[config.mk]
export PLATFORM = sky130hd
export DESIGN_NAME = pe_accu_lanes
export DESIGN_NICKNAME = d
export VERILOG_FILES = /design/src/rtl/pe_accu_lanes.sv
export SDC_FILE = /design/constraint.sdc
export NUM_CORES = 2
export LEC_CHECK = 0
export CORE_ASPECT_RATIO = 1.5
export CORE_MARGIN = 10
export CORE_UTILIZATION = 50
export CTS_CLUSTER_DIAMETER = 50
export DETAILED_ROUTE_END_ITERATION = 8
export PLACE_DENSITY = 0.83
export SYNTH_ARGS = -nofsm -noshare
export SYNTH_HDL_FRONTEND = slang
export SYNTH_SLANG_ARGS = --single-unit
[constraint.sdc]
create_clock -name clk -period 4 [get_ports clk]
set_input_delay 1.2 -clock clk [delete_from_list [all_inputs] [get_ports clk]]
set_output_delay 1.2 -clock clk [all_outputs]
set_load 0.05 [all_outputs]
[src/rtl/pe_accu_lanes.sv]
// Per-lane PE accumulator: merges hi/lo partial products, accumulates with saturation,
// and drains a snapshot of all lanes through a valid/ready port, OUT_PAR lanes per beat.
module pe_accu_lanes #(
  parameter int unsigned LANES   = 4,
  parameter int unsigned IN_W    = 16,
  parameter int unsigned ACC_W   = 32,
  parameter int unsigned OUT_PAR = 1,
  localparam int unsigned BEATS  = LANES / OUT_PAR,
  localparam int unsigned BEAT_W = (BEATS > 1) ? $clog2(BEATS) : 1
) (
  input  logic                     clk,
  input  logic                     rst,
  input  logic                     cfg_mode,
  input  logic [1:0]               cfg_preci,
  input  logic                     in_valid,
  output logic                     in_ready,
  input  logic [LANES*2*IN_W-1:0]  in_data,
  input  logic                     in_first,
  input  logic                     in_accu,
  input  logic                     in_last,
  output logic                     out_valid,
  input  logic                     out_ready,
  output logic [OUT_PAR*ACC_W-1:0] out_data,
  output logic [BEAT_W-1:0]        out_beat,
  output logic                     out_last,
  output logic [OUT_PAR-1:0]       out_ovf,
  output logic                     busy
);

  localparam int unsigned SUM_W = IN_W + 5;
  localparam logic [0:0] IDLE  = 1'b0;
  localparam logic [0:0] DRAIN = 1'b1;

  logic [0:0]               state, state_nxt;
  logic [BEAT_W-1:0]        beat_nxt;
  logic                     s1_valid, s1_first, s1_accu, s1_last;
  logic signed [SUM_W-1:0]  sum_c   [LANES];
  logic signed [SUM_W-1:0]  s1_sum  [LANES];
  logic signed [ACC_W-1:0]  acc     [LANES];
  logic signed [ACC_W-1:0]  acc_nxt [LANES];
  logic signed [ACC_W-1:0]  acc_ext [LANES];
  logic        [ACC_W:0]    acc_wide[LANES];
  logic [LANES-1:0]         ovf, ovf_nxt;
  logic [LANES*ACC_W-1:0]   buf_data, snap_data;
  logic [LANES-1:0]         buf_ovf, snap_ovf;
  logic                     snap_need, stall, accept, snapshot;

  assign snap_need = s1_valid && (cfg_mode || s1_last);
  assign stall     = snap_need && (state == DRAIN) && !(out_last && out_ready);
  assign in_ready  = !stall;
  assign accept    = in_valid && in_ready;
  assign snapshot  = snap_need && !stall;
  assign out_valid = (state == DRAIN);
  assign out_last  = (state == DRAIN) && (out_beat == BEAT_W'(BEATS - 1));
  assign busy      = s1_valid || (state == DRAIN);

  // Merge hi/lo halves; non-int8xint4 modes weight hi by 16.
  always_comb begin
    for (int k = 0; k < int'(LANES); k++) begin
      if (cfg_preci == 2'b00)
        sum_c[k] = SUM_W'($signed(in_data[(int'(LANES)+k)*int'(IN_W) +: IN_W]))
                 + SUM_W'($signed(in_data[k*int'(IN_W) +: IN_W]));
      else
        sum_c[k] = (SUM_W'($signed(in_data[(int'(LANES)+k)*int'(IN_W) +: IN_W])) <<< 4)
                 + SUM_W'($signed(in_data[k*int'(IN_W) +: IN_W]));
    end
  end

  // Accumulator update with saturation, plus the snapshot image for the drain buffer.
  always_comb begin
    ovf_nxt   = ovf;
    snap_ovf  = '0;
    snap_data = '0;
    for (int k = 0; k < int'(LANES); k++) begin
      acc_ext[k]  = ACC_W'(s1_sum[k]);
      acc_wide[k] = {acc[k][ACC_W-1], acc[k]} + {acc_ext[k][ACC_W-1], acc_ext[k]};
      acc_nxt[k]  = acc[k];
      if (s1_first) begin
        acc_nxt[k] = acc_ext[k];
        ovf_nxt[k] = 1'b0;
      end else if (s1_accu) begin
        if (acc_wide[k][ACC_W] != acc_wide[k][ACC_W-1]) begin
          acc_nxt[k] = acc_wide[k][ACC_W] ? {1'b1, {(ACC_W-1){1'b0}}} : {1'b0, {(ACC_W-1){1'b1}}};
          ovf_nxt[k] = 1'b1;
        end else begin
          acc_nxt[k] = acc_wide[k][ACC_W-1:0];
        end
      end
      snap_data[k*int'(ACC_W) +: ACC_W] = cfg_mode ? acc_ext[k] : acc_nxt[k];
      snap_ovf[k] = cfg_mode ? 1'b0 : ovf_nxt[k];
    end
  end

  // Drain sequencing; a snapshot on the final handshake restarts at beat 0.
  always_comb begin
    state_nxt = state;
    beat_nxt  = out_beat;
    if ((state == DRAIN) && out_ready) begin
      if (out_last) state_nxt = IDLE;
      else          beat_nxt  = out_beat + BEAT_W'(1);
    end
    if (snapshot) begin
      state_nxt = DRAIN;
      beat_nxt  = '0;
    end
  end

  always_comb begin
    out_data = '0;
    out_ovf  = '0;
    for (int b = 0; b < int'(BEATS); b++) begin
      if (out_beat == BEAT_W'(b)) begin
        out_data = buf_data[b*int'(OUT_PAR*ACC_W) +: OUT_PAR*ACC_W];
        out_ovf  = buf_ovf[b*int'(OUT_PAR) +: OUT_PAR];
      end
    end
  end

  always_ff @(posedge clk) begin
    if (rst) begin
      state    <= IDLE;
      out_beat <= '0;
      s1_valid <= 1'b0;
      s1_first <= 1'b0;
      s1_accu  <= 1'b0;
      s1_last  <= 1'b0;
      ovf      <= '0;
      buf_data <= '0;
      buf_ovf  <= '0;
      for (int k = 0; k < int'(LANES); k++) begin
        s1_sum[k] <= '0;
        acc[k]    <= '0;
      end
    end else begin
      state    <= state_nxt;
      out_beat <= beat_nxt;
      if (!stall) begin
        s1_valid <= accept;
        if (accept) begin
          s1_sum   <= sum_c;
          s1_first <= in_first;
          s1_accu  <= in_accu;
          s1_last  <= in_last;
        end
      end
      if (s1_valid && !stall && !cfg_mode) begin
        acc <= acc_nxt;
        ovf <= ovf_nxt;
      end
      if (snapshot) begin
        buf_data <= snap_data;
        buf_ovf  <= snap_ovf;
      end
    end
  end

endmodule

After elaboration in Yosys (flattened, before gate mapping)
Index checks and enable logic that the tools add are counted.
{"block": "totals", "ff_bits": 355, "latch_bits": 0, "ramBits": 0, "rom_bits": 0, "out_inout_bits": 39, "wordCells": 113, "n_memories": 0}
{"block": "classes", "add_sub_neg": 13, "n_mul": 0, "div": 0, "order_cmp": 0, "eq_ne": 7, "n_shift": 0, "mux": 51, "n_bitwise": 2, "n_reduce_logical": 23}
{"op": "$mux W32", "count": 24}
{"op": "$add A32 B21 Y33", "count": 4}
{"op": "$add A20 B16 Y21", "count": 4}
{"op": "$mux W21", "count": 4}
{"op": "$add A16 B16 Y17", "count": 4}
{"op": "$mux W1", "count": 23}
{"op": "$logic_and A1 B1 Y1", "count": 10}
{"op": "$reduce_and A2 Y1", "count": 3}
{"op": "$eq A2 B2 Y1 const B", "count": 2}
{"op": "$logic_not A2 Y1", "count": 2}
{"op": "$ne A1 B1 Y1", "count": 4}
{"op": "$reduce_bool A2 Y1", "count": 2}
{"op": "$logic_not A1 Y1", "count": 3}
{"op": "$add A2 B1 Y2 const B", "count": 1}
{"op": "$eq A2 B1 Y1 const B", "count": 1}
{"op": "$logic_or A1 B1 Y1", "count": 2}
{"op": "$not A1 Y1", "count": 2}
{"op": "$reduce_or A2 Y1", "count": 1}

Depth between registers and ports, before layout
{"block": "logic_depth", "word_depth": 9, "depth_mapped": 16, "mapped_depth_nobuf": 14}

Worst setup path before layout
OpenSTA, ideal clock, no wires.
{"block": "synth_timing", "path_type": "register to output", "startpoint": "reg out_beat[0]", "endpoint": "out out_data[0]", "arrival_time_ps": 2803, "setup_slack_ps": -3, "stages_incl_launch_ff": 8, "path_cell_list": "dfxtp_1 > ha_1 > clkbuf_1 > clkbuf_1 > a21oi_1 > nor2_1 > a21oi_1 > o21ai_0"}
{"block": "synth_via", "elab_chain_cells": 5, "elab_cells_between_ends": 8, "cone_classes": "3 x eq/ne; 4 x mux; 1 x reduce/logical"}
{"item": "start: declaration", "line_no": "24", "text": "output logic [BEAT_W-1:0] out_beat,"}
{"item": "start signal: assignment", "line_no": "136", "text": "out_beat <= beat_nxt;"}
{"item": "$logic_not A2 Y1", "line_no": "112", "text": "if (out_beat == BEAT_W'(b)) begin"}
{"item": "$mux W32 (3 in a row)", "line_no": "112"}
{"item": "$mux W32 *", "line_no": "112"}
{"item": "end: declaration", "line_no": "23", "text": "output logic [OUT_PAR*ACC_W-1:0] out_data,"}
Mark *: on every way between the ends. The rest lies on a longest branch, timed or not.

Worst setup path after layout
{"block": "layout_timing", "startpoint": "reg out_beat[1]", "endpoint": "out out_data[8]"}
Same word-level chain as after synthesis.

==> impl_results.md <==
* CTS Sinks at 355
* Die Area at 68400 µm²
* Top FF cell, synth: dfxtp_1
* Count of cell types in the netlist at 88
* WP data required at 2.80 ns
* # IOs at 177
* First-iteration detailed-routing DRC count at 3064
* N_diodes at 0
* Core Area at 57700 µm²
* Min-delay worst type: flop to flop
* Pwr Density at 310 nW/µm²
* #FFs+latches synth at 355
* Hold slack at 0.451 ns
* Clock slew at reported path FFs at 0.06 ns
* Die span in x at 217 µm
* Status: completed
* CTS max path bufs at 3
* Slew Viols, Final at 0
* Largest net degree at the start of global routing at 95
* Vias per inst at 6.39
* Period Utilization, post-route at 98.4%
* Htree depth at 2
* Synth area leader: dfxtp_1
* Pleak at 14.6 nW
* EDFF count, synth at 0
* Worst VDD drop at 0.000238 V
* Initial Util at 50.4%
* Relative slew slack at 22.4%
* First-pass GRT wire length at 160000 µm
* Clock period minus worst slack at 3.93 ns
* Setup Slack @ Placement at -0.540 ns
* Fraction of layout cells with a size suffix above 1 at 11.4%
* Initial antenna violation count at 0
* Setup Crit Path Kind: flop to primary output
* Num CTS Buffers at 36
* First-pass iteration count of the detailed router at 9
* Startpoint types: flop
* Die Span Y at 315 µm
* Syn_nets at 4378
* Final Skew at 0.0269 ns
* R2R Path Start: acc_ext[20]
* Routed Antenna Nets at 0
* DP HPWL at 75200 µm
* FP Rows at 108
* Max_cap viols at 0
* Worst-path maximum fanout at 33
* Final #Nets at 4600
* DRT Wirelength at 101000 µm
* Area Growth Syn to Fin at 19.9%
* Slew @ Worst Pin at 1.16 ns
* R2R depth at 12
* Sequential element share of the synthesized area at 24.4%
* Final Hold Viols at 0
* Dominant cells by area after synthesis: dfxtp_1, ha_1, a21oi_1, o21ai_0, nor2_1
* Hold path startpoint: buf_data[61]
* CTS tree: yes
* Element type at the critical path end: primary output
* Fillers at 5103
* Worst R2R Setup Slack at 0.17 ns
* Synth async-reset ratio at 0%
* Gpl congestion at 1.03
* Hold Path Depth at 2
* Post-Syn Area at 29100 µm²
* Cells after synthesis at 3972
* Total grt overflow at 0
* Clk Latency, worst-skew pair at 0.56 ns
* PortBufs at 176
* Yosys warning total at 0
* Hold path endpoint: buf_data[61]
* Fmax at 0.254 GHz
* Reg-to-Reg End: acc[25]
* Total track usage at 28.2%
* Setup ws final at 0.0657 ns
* DR WL/cell at 20.2 µm
* Endpoints failing setup at 0
* Vias at 31864
* Worst endpoint data arrival time at 2.73 ns
* Drt drc at 0
* Vias in the first global route at 30422
* Mapped Avg Cell Area at 7.32 µm²
* Root Driver: clkbuf_16
* Top cell type's share of synthesized area at 24.4%
==> state kept, by name, indices dropped and copies added (netlist names) <==
register,cells
acc,128
buf_data,128
acc_ext,84
buf_ovf,4
ovf,4
out_beat,2
out_valid,1
s1_accu,1
s1_first,1
s1_last,1
s1_valid,1
==> worst max path at each step <==
stage	from	endpoint	slack, ns	cells after the start
floorplan	out_beat[0]	out_data[1]	0.00003	7
global placement	in_data[32]	acc_ext[51]	-0.47	17
detailed placement	in_data[32]	acc_ext[52]	-0.54	17
CTS	in_data[32]	acc_ext[52]	0.005	17
global route	in_data[97]	acc_ext[51]	-0.03	14
finish	out_beat[1]	out_data[8]	0.07	10
==> cells in the final DEF (no fill, tap or decap), types with 12 or more instances in the layout <==
| cell type | n |
|---|---|
| a21oi_1 | 529 |
| o21ai_0 | 400 |
| nor2_1 | 399 |
| dfxtp_1 | 351 |
| nand2_1 | 324 |
| ha_1 | 253 |
| buf_4 | 242 |
| clkdlybuf4s50_1 | 141 |
| xnor2_1 | 123 |
| inv_1 | 111 |
| nor3_1 | 100 |
| a21o_1 | 98 |
| nand3_1 | 76 |
| a211oi_1 | 75 |
| xor2_1 | 68 |
| or3_1 | 65 |
| a31oi_1 | 59 |
| buf_12 | 52 |
| a32oi_1 | 46 |
| o21ai_1 | 44 |
| o211ai_1 | 43 |
| clkbuf_16 | 37 |
| nor2b_1 | 36 |
| o22ai_1 | 32 |
| nand2b_1 | 27 |
| o21a_1 | 26 |
| and3_1 | 25 |
| o21bai_1 | 25 |
| o221a_2 | 24 |
| nand4_1 | 21 |
| mux2i_1 | 21 |
| a21oi_2 | 20 |
| and2_1 | 18 |
| o31ai_1 | 17 |
| a22oi_1 | 15 |
| o211a_1 | 14 |
| a311oi_1 | 12 |
| fa_1 | 12 |
==> per-layer routing <==
layer / part of all wire (%) / track usage [%]
met1: 38 / 32.7
met2: 46 / 46.4
met5: 0 / 0
met3: 8.1 / 4.77
met4: 7.3 / 20.4
==> worst max-delay path: stages, from the launching register on <==
cell and delay (ns):
dfxtp_1 0.45, inv_1 0.13, ha_1 0.24, buf_12 0.18, nand2_1 0.08, nor2_1 0.05, a21oi_2 0.26, nor2_1 0.08
a21oi_1 0.34, o21ai_1 0.16, buf_12 0.18
==> power by group <==
group	switching, mW	leakage (nW)	internal [mW]
combinational	1.87	11.1	1.39
clock	1.54	0.603	2.08
sequential	0.212	2.90	3.73
total	3.62	14.6	7.19
==> cell families after synthesis <==
logic type	after synthesis	synth area share [%]
and+or+nand+nor	1139	17.6
muxes	22	0.761
buffers and inverters	366	4.86
xor gates and xnor gates	191	5.75
adders and majority gates	268	11.8
DFF	355	24.4
AOI/OAI and AO/OA	1631	34.8
==> cell usage after synthesis (98+ instances only) <==
| cell | count |
|---|---|
| o21ai_0 | 437 |
| a21oi_1 | 551 |
| nand2_1 | 327 |
| nor3_1 | 102 |
| clkbuf_1 | 213 |
| ha_1 | 256 |
| dfxtp_1 | 355 |
| xnor2_1 | 123 |
| a21o_1 | 98 |
| nor2_1 | 404 |
| inv_1 | 112 |
==> layout make-up <==
cell class                 count  area (µm²)  area share [%]
multi-input combinational   3251       20900            59.8
inverter                     115         434            1.24
tap                          770         963            2.76
clock inverter                16         205           0.588
sequential                   355        7120            20.4
timing repair buffer         435        4270            12.2
clock buffer                  47        1020            2.93
==> repair_timing <==
action                                  4_1_cts  5_1_grt
endpoints found under the setup margin       18      133
endpoints found under the hold margin         0        0
setup buffers                                 0        2
cloned                                        0        0
gates resized for setup                       7       57
pin swaps                                     0        5
hold buffers                                  0        0
==> metrics by stage <==
stage               instances  area, µm²  setup TNS [ns]  total power [mW]  util (%)
finish                   4989      34900               0              10.8      60.4
global route             4989      34900         -0.0291              11.3      60.4
CTS                      4987      34700               0              10.7      60.1
detailed placement       4924      33400          -11.12              7.15      57.9
global placement         4924      33400           -7.77              7.08      57.9
floorplan                3972      29100               0              6.03         -
Note: power is estimated with default switching activity, not from simulation.
